--- src/rtl/serial_borrow_subtractor.sv ---
// Digit-serial subtractor: diff = a - b - bin over WIDTH bits, DIGIT bits per clock.
// A registered borrow links successive digits; flags are captured with the last digit.
module serial_borrow_subtractor #(
  parameter int unsigned WIDTH = 16,
  parameter int unsigned DIGIT = 4
) (
  input  logic             i_clk,
  input  logic             i_rst_n,
  input  logic             i_in_valid,
  output logic             o_in_ready,
  input  logic [WIDTH-1:0] i_a,
  input  logic [WIDTH-1:0] i_b,
  input  logic             i_bin,
  output logic             o_out_valid,
  input  logic             i_out_ready,
  output logic [WIDTH-1:0] o_diff,
  output logic             o_bout,
  output logic             o_zero,
  output logic             o_ovf
);

  localparam int unsigned NDIG = WIDTH / DIGIT;
  localparam int unsigned CW   = (NDIG > 1) ? $clog2(NDIG) : 1;

  typedef enum logic [1:0] {StIdle, StRun, StDone} state_e;

  state_e           r_state, w_state_nxt;
  logic [WIDTH-1:0] r_a, r_b, r_diff;
  logic             r_borrow;
  logic [CW-1:0]    r_cnt;
  logic             r_a_msb, r_b_msb;
  logic             r_bout, r_zero, r_ovf;

  logic [DIGIT-1:0] w_d;
  logic             w_c;
  logic [WIDTH-1:0] w_diff_nxt;
  logic             w_last;
  logic             w_ovf;

  // One DIGIT-wide borrow ripple on the low bits of the shifting operands.
  always_comb begin
    w_c = r_borrow;
    w_d = '0;
    for (int i = 0; i < DIGIT; i++) begin
      w_d[i] = r_a[i] ^ r_b[i] ^ w_c;
      w_c    = (~r_a[i] & r_b[i]) | (~(r_a[i] ^ r_b[i]) & w_c);
    end
  end

  always_comb begin
    w_diff_nxt = r_diff;
    for (int k = 0; k < NDIG; k++) begin
      if (r_cnt == CW'(k)) w_diff_nxt[k*DIGIT +: DIGIT] = w_d;
    end
  end

  assign w_last = (r_cnt == CW'(NDIG - 1));
  assign w_ovf  = (r_a_msb != r_b_msb) && (w_diff_nxt[WIDTH-1] != r_a_msb);

  always_ff @(posedge i_clk or negedge i_rst_n) begin
    if (!i_rst_n) r_state <= StIdle;
    else          r_state <= w_state_nxt;
  end

  always_comb begin
    w_state_nxt = r_state;
    unique case (r_state)
      StIdle:  if (i_in_valid)  w_state_nxt = StRun;
      StRun:   if (w_last)      w_state_nxt = StDone;
      StDone:  if (i_out_ready) w_state_nxt = StIdle;
      default: w_state_nxt = StIdle;
    endcase
  end

  always_ff @(posedge i_clk or negedge i_rst_n) begin
    if (!i_rst_n) begin
      r_a      <= '0;
      r_b      <= '0;
      r_diff   <= '0;
      r_borrow <= 1'b0;
      r_cnt    <= '0;
      r_a_msb  <= 1'b0;
      r_b_msb  <= 1'b0;
      r_bout   <= 1'b0;
      r_zero   <= 1'b0;
      r_ovf    <= 1'b0;
    end else begin
      case (r_state)
        StIdle: begin
          if (i_in_valid) begin
            r_a      <= i_a;
            r_b      <= i_b;
            r_borrow <= i_bin;
            r_cnt    <= '0;
            r_a_msb  <= i_a[WIDTH-1];
            r_b_msb  <= i_b[WIDTH-1];
          end
        end
        StRun: begin
          r_a      <= r_a >> DIGIT;
          r_b      <= r_b >> DIGIT;
          r_borrow <= w_c;
          r_diff   <= w_diff_nxt;
          r_cnt    <= r_cnt + 1'b1;
          if (w_last) begin
            r_bout <= w_c;
            r_zero <= (w_diff_nxt == '0);
            r_ovf  <= w_ovf;
          end
        end
        default: ;
      endcase
    end
  end

  assign o_in_ready  = (r_state == StIdle);
  assign o_out_valid = (r_state == StDone);
  assign o_diff      = r_diff;
  assign o_bout      = r_bout;
  assign o_zero      = r_zero;
  assign o_ovf       = r_ovf;

endmodule

--- config.mk ---
export PLATFORM = sky130hd
export DESIGN_NAME = serial_borrow_subtractor
export DESIGN_NICKNAME = d
export VERILOG_FILES = /design/src/rtl/serial_borrow_subtractor.sv
export SDC_FILE = /design/constraint.sdc
export NUM_CORES = 1
export LEC_CHECK = 0
export ABC_AREA = 1
export CORE_ASPECT_RATIO = 0.9
export CORE_MARGIN = 4
export CORE_UTILIZATION = 51
export CTS_CLUSTER_DIAMETER = 50
export DETAILED_ROUTE_END_ITERATION = 6
export GPL_ROUTABILITY_DRIVEN = 0
export PLACE_DENSITY = 0.79
export SYNTH_ARGS = -nofsm -noshare
export SYNTH_HDL_FRONTEND = slang
export SYNTH_SLANG_ARGS = --single-unit
--- constraint.sdc ---
create_clock -name i_clk -period 3.5 [get_ports i_clk]
set_clock_uncertainty 0.15 [all_clocks]
set_input_delay 0.525 -clock i_clk [delete_from_list [all_inputs] [get_ports i_clk]]
set_output_delay 0.525 -clock i_clk [all_outputs]
set_load 0.005 [all_outputs]
==> impl_metrics.tcl <==
set metrics [dict create \
    worstPathCellList "inv_1 -> fa_1 -> fa_1 -> fa_1 -> inv_1 -> fa_1 -> nand2_1 -> nand2_1 -> nor2_1 -> nand2_1 -> nor2_1 -> nand2_1 -> nand2_1" \
    synthCells 362 \
    clk_pin_slew_ns 0.06 \
    rsz0062_at_grt "no" \
    p_leak_nw 1.77 \
    die_h_um 78.9 \
    setup_violations 0 \
    postCtsSetupRepairBufs 0 \
    yosysWarningCount 0 \
    cp_max_fo 4 \
    powerDensity_nw_per_um2 988 \
    crit_path_start_kind "register" \
    worst_slew_pin_slew_ns 0.938 \
    grt_pass1_wl_um 10300 \
    fin_ws_ns 0.570 \
    required_ns 3.63 \
    ys_types 19 \
    relSlewSlack_pct 37.4 \
    pwr-share-clk_pct 17.6 \
    insertion_delay_ns 0.34 \
    wl_met3_um 359 \
    antenna_found_initial 0 \
    rows 25 \
    start_util_pct 53.3 \
    drt-initial-drc-count 178 \
    area_growth_pct 27.7 \
    cts-buffers-inserted 9 \
    pin_count 58 \
    vias 2430 \
    vdd_drop_max_uv 547 \
    highest_layer "met4" \
    wl_per_cell_um 12.4 \
    crit_slowest_cell "fa_1" \
    cts_root_buf "clkbuf_8" \
    dr.pass1.iters 4 \
    vias_per_cell 4.97 \
    dp_slack_ns 0.607 \
    combPwrFrac_pct 50.5 \
    status "complete, no violations" \
    final_common_cell "nand2_1" \
    routed_wl_um 6040 \
    path_class "register to register" \
    dp.cells 474 \
    yosysSeqAreaShare_pct 50.9 \
    hold_path.class "input pin to asynchronous set/reset pin" \
    drive_gt1_share_pct 4.98 \
    cp_top_family "adder cells" \
    grt_start_max_net_pins 56 \
    hold_viol 0 \
    p_seq_share_pct 31.9 \
    critical_path_buf_inv_count 2 \
    synth.ff_latch_count 58 \
    fin_cells 489 \
    cts_tree "done" \
    layout_common_cells "128 x nand2_1, 58 x o21ai_0, 58 x dfrtp_1" \
    crit_path_frequent_cell "nand2_1" \
    fin_area_sq_um 3640 \
    ctsLongestPathBuffers 2 \
    p_int_mw 2.07 \
    final_nets 463 \
    finalMaxSlewViolations 0 \
    final_antenna_net_count 0 \
    cts.sinks 58 \
    syn-num-nets 407 \
    die_x_um 86.8 \
    dp_hpwl_um 4350 \
    maxCapViolCount 0 \
    cts_resized 0 \
    grt_pass1_vias 2265 \
    switchingPower_mw 1.52 \
    grt_overflow 0 \
    io_buffers 57 \
    diodes 0 \
    period_minus_slack_ns 2.93 \
    hold_buffers 0 \
    dr_wl_met2_um 2810 \
    netlist_area_sq_um 2850 \
    ctsHtreeMaxLevel 3 \
    switching_share_pct 42.4 \
    post-route-drc-count 0 \
    slowest_delay_ns 0.47 \
    fmax_mhz 341 \
    gr-usage-all-layers_pct 19.5 \
    core_sq_um 5350 \
    cp-end-kind "register" \
    hold_slack_ns 0.178 \
    timing.final.crit_share_pct 83.7 \
    m1WireLength_um 2760 \
    syn_avg_cell_area_sq_um 7.87 \
    setup_tns_ns 0 \
    num-fill-cells 451 \
    arrival_ns 3.06 \
    fp.dieArea_sq_um 6850 \
    place_area_sq_um 3440 \
]
[metrics by stage]
| stage | util (%) | total power [mW] |
|---|---|---|
| 2_1_floorplan | - | 2.43 |
| 6_report | 68.1 | 3.60 |
| 3_5_place_dp | 64.3 | 2.97 |
| 3_3_place_gp | 64.3 | 2.91 |
| 4_1_cts | 68.1 | 3.62 |
| 5_1_grt | 68.1 | 3.97 |
[flip-flops by register name, summed over array words and instances (netlist names), 2 cells and up]
| name | count |
|---|---|
| o_diff | 16 |
| r_a | 16 |
| r_b | 16 |
| r_state | 2 |
| r_cnt | 2 |
[routing by layer]
layer,track usage (%),up-vias
met1,24.8,1123
li1,-,1238
met4,7.48,0
met5,0,-
met2,30.7,59
met3,6.64,10
[synthesized netlist by cell type]
library cell  count  area [sq um]
nand2_2           2          12.5
dfrtp_1          58          1450
clkbuf_2          1          5.00
o21ai_1           4          20.0
fa_1              4          80.1
buf_4             4          30.0
inv_2             1          3.75
inv_1            46           173
nor2_1           26          97.6
o31ai_1           1          7.51
nand2_4           1          11.3
clkbuf_1          2          7.51
ha_1              4          50.1
nand2_1         128           480
o211ai_1          2          15.0
nand3_1           1          5.00
o21ai_0          58           290
buf_2             7          35.0
a31oi_1          12          75.1
[kinds of logic (layout without fill, tap and decap cells)]
family                     after synthesis  count (layout)  synth area share [%]
buffers and inverters                   61             121                  8.91
AOI/OAI and AO/OA                       77              77                  14.3
and+or+nand+nor                        158             158                  21.3
adders and majority gates                8               8                  4.57
DFF                                     58              58                  50.9
[worst paths after layout]
check,from,end,slack (ns),cells past startpoint
max,r_a[0]$_DFFE_PN0P_,o_zero$_DFFE_PN0P_,0.57,13
min,i_rst_n,r_a[8]$_DFFE_PN0P_,0.18,1
max reg2reg,r_a[0]$_DFFE_PN0P_,o_zero$_DFFE_PN0P_,0.57,13
min reg2reg,o_zero$_DFFE_PN0P_,o_zero$_DFFE_PN0P_,0.34,2
max in group asynchronous,i_rst_n,o_ovf$_DFFE_PN0P_,2.25,2
min in group i_clk,o_zero$_DFFE_PN0P_,o_zero$_DFFE_PN0P_,0.34,2
[power by group through the flow]
stage / sequential [mW] / clock, mW / combinational [mW]
2_1_floorplan: 1.13 / 0 / 1.30
3_3_place_gp: 1.14 / 0 / 1.77
3_5_place_dp: 1.16 / 0 / 1.81
4_1_cts: 1.15 / 0.641 / 1.83
5_1_grt: 1.18 / 0.674 / 2.11
6_report: 1.15 / 0.632 / 1.82
[cell type report]
type / count / area [sq um] / share of cell area [%]
clock inverters: 2 / 35.0 / 0.962
flip-flops and latches: 58 / 1450 / 39.9
inverters: 47 / 176 / 4.85
repair buffers: 59 / 581 / 15.9
clock buffers: 13 / 169 / 4.64
multi-input cells: 243 / 1140 / 31.4
well taps: 67 / 83.8 / 2.30
(Power assumes the default switching activity.)
==> RTL edit: new RTL, same flow settings <==
Register the output `o_ovf` once more, with the module's reset; this adds one clock of latency there. The other outputs are not delayed to match.
--- a/src/rtl/serial_borrow_subtractor.sv
+++ b/src/rtl/serial_borrow_subtractor.sv
@@ -119,5 +119,11 @@
   assign o_bout      = r_bout;
   assign o_zero      = r_zero;
-  assign o_ovf       = r_ovf;
+  always_ff @(posedge i_clk or negedge i_rst_n) begin
+    if (!i_rst_n) begin
+      o_ovf <= '0;
+    end else begin
+      o_ovf <= r_ovf;
+    end
+  end
 
 endmodule
Behaviour: not the same (Yosys sat finds a counterexample within 10 cycles, from zero or initial values and one cycle with i_rst_n low).
==> RTL edit against the original RTL <==
Power decreased by 2.4%; maximum frequency is 0.63% higher; synthesized cell count increased by 0.28%; worst hold slack worse by 0.0016 ns; clock power shrank 18%; cell area down 0.65%; sequential cell count increased by 1; routed wire length is 0.98% lower; synthesized area is 0.88% higher; setup slack improved by 0.018 ns; largest cell class unchanged.
==> RTL edit: results <==
group,metric,value,unit
setup_path,critical_path_arrival,3.04,ns
yosys,ys_seq_area_share,51.3,%
placed_design,place_ws,0.603,ns
layout,regArea,1480,sq um
route,wl_per_cell,12.3,um
yosys,yosys-top-cells-area,"dfrtp_1 (51%), nand2_1 (17%), o21ai_0 (10%), inv_1 (6.0%), nor2_1 (3.4%)",
sta,tightest_slew,0.728,ns
yosys,ys_seq_elements,59,
yosys,yosysWarnings,0,
grt,grt_pass1_wl,10.0,mm
yosys,syn-num-nets,408,
power,pwr-share-seq,33.2,%
grt,grtUsageTotal,18.7,%
grt,use_met2,31.1,%
placed_design,dpl_cell_area,3460,sq um
grt,use_met1,22.5,%
layout,clock_area_share,4.29,%
layout,fillers,446,
power,vdd_drop_max,0.637,mV
layout,layout-drive-gt1-share,4.29,%
layout,nonClkBufAreaFrac,16.0,%
route,vias_per_cell,5.02,
setup_path,cp_slowest_cell,"fa_1",
yosys,yosys-top-cells-count,"nand2_1 (128), dfrtp_1 (59), o21ai_0 (58)",
run_status,status,"finished clean",
grt,grt_max_degree,60,
route,num_vias,2443,
placed_design,dpl.hpwl,4.32,mm
route,wl_met1,2.70,mm
layout,clkbuf_count,12,
route,wl_met3,384,um
grt,use_met3,6.54,%
placed_design,dp_cells,475,
power,p_leak,1.75,nW
yosys,synthCells,363,
power,swShare,43.3,%
route,wl_met2,2.81,mm
-- RTL edit: cell count changes in the layout (fill, tap and decap cells not counted), sizes merged --
cell / delta
bufinv: -1
clkinv: -1
clkbuf: -1
dfrtp: +1
-- RTL edit: path summary, 6_finish.rpt --
check | slack [ns] | start | to
min in group i_clk | 0.24 | r_ovf | o_ovf
worst min-delay path | 0.18 | i_rst_n | r_a[15]
worst max register to register | 0.59 | r_a[0] | o_zero
max in group asynchronous | 2.54 | i_rst_n | o_diff[0]
worst min register to register | 0.24 | r_ovf | o_ovf
worst max-delay path | 0.59 | r_a[0] | o_zero
-- RTL edit: logic make-up (layout without fill, tap and decap cells) --
group / Yosys count / in the layout / share of synthesized area [%]
AND/OR/NAND/NOR: 158 / 158 / 21.1
buffers and inverters: 61 / 118 / 8.83
AO/OA/AOI/OAI: 77 / 77 / 14.2
flip-flops: 59 / 59 / 51.3
adder cells (fa/ha/maj): 8 / 8 / 4.53
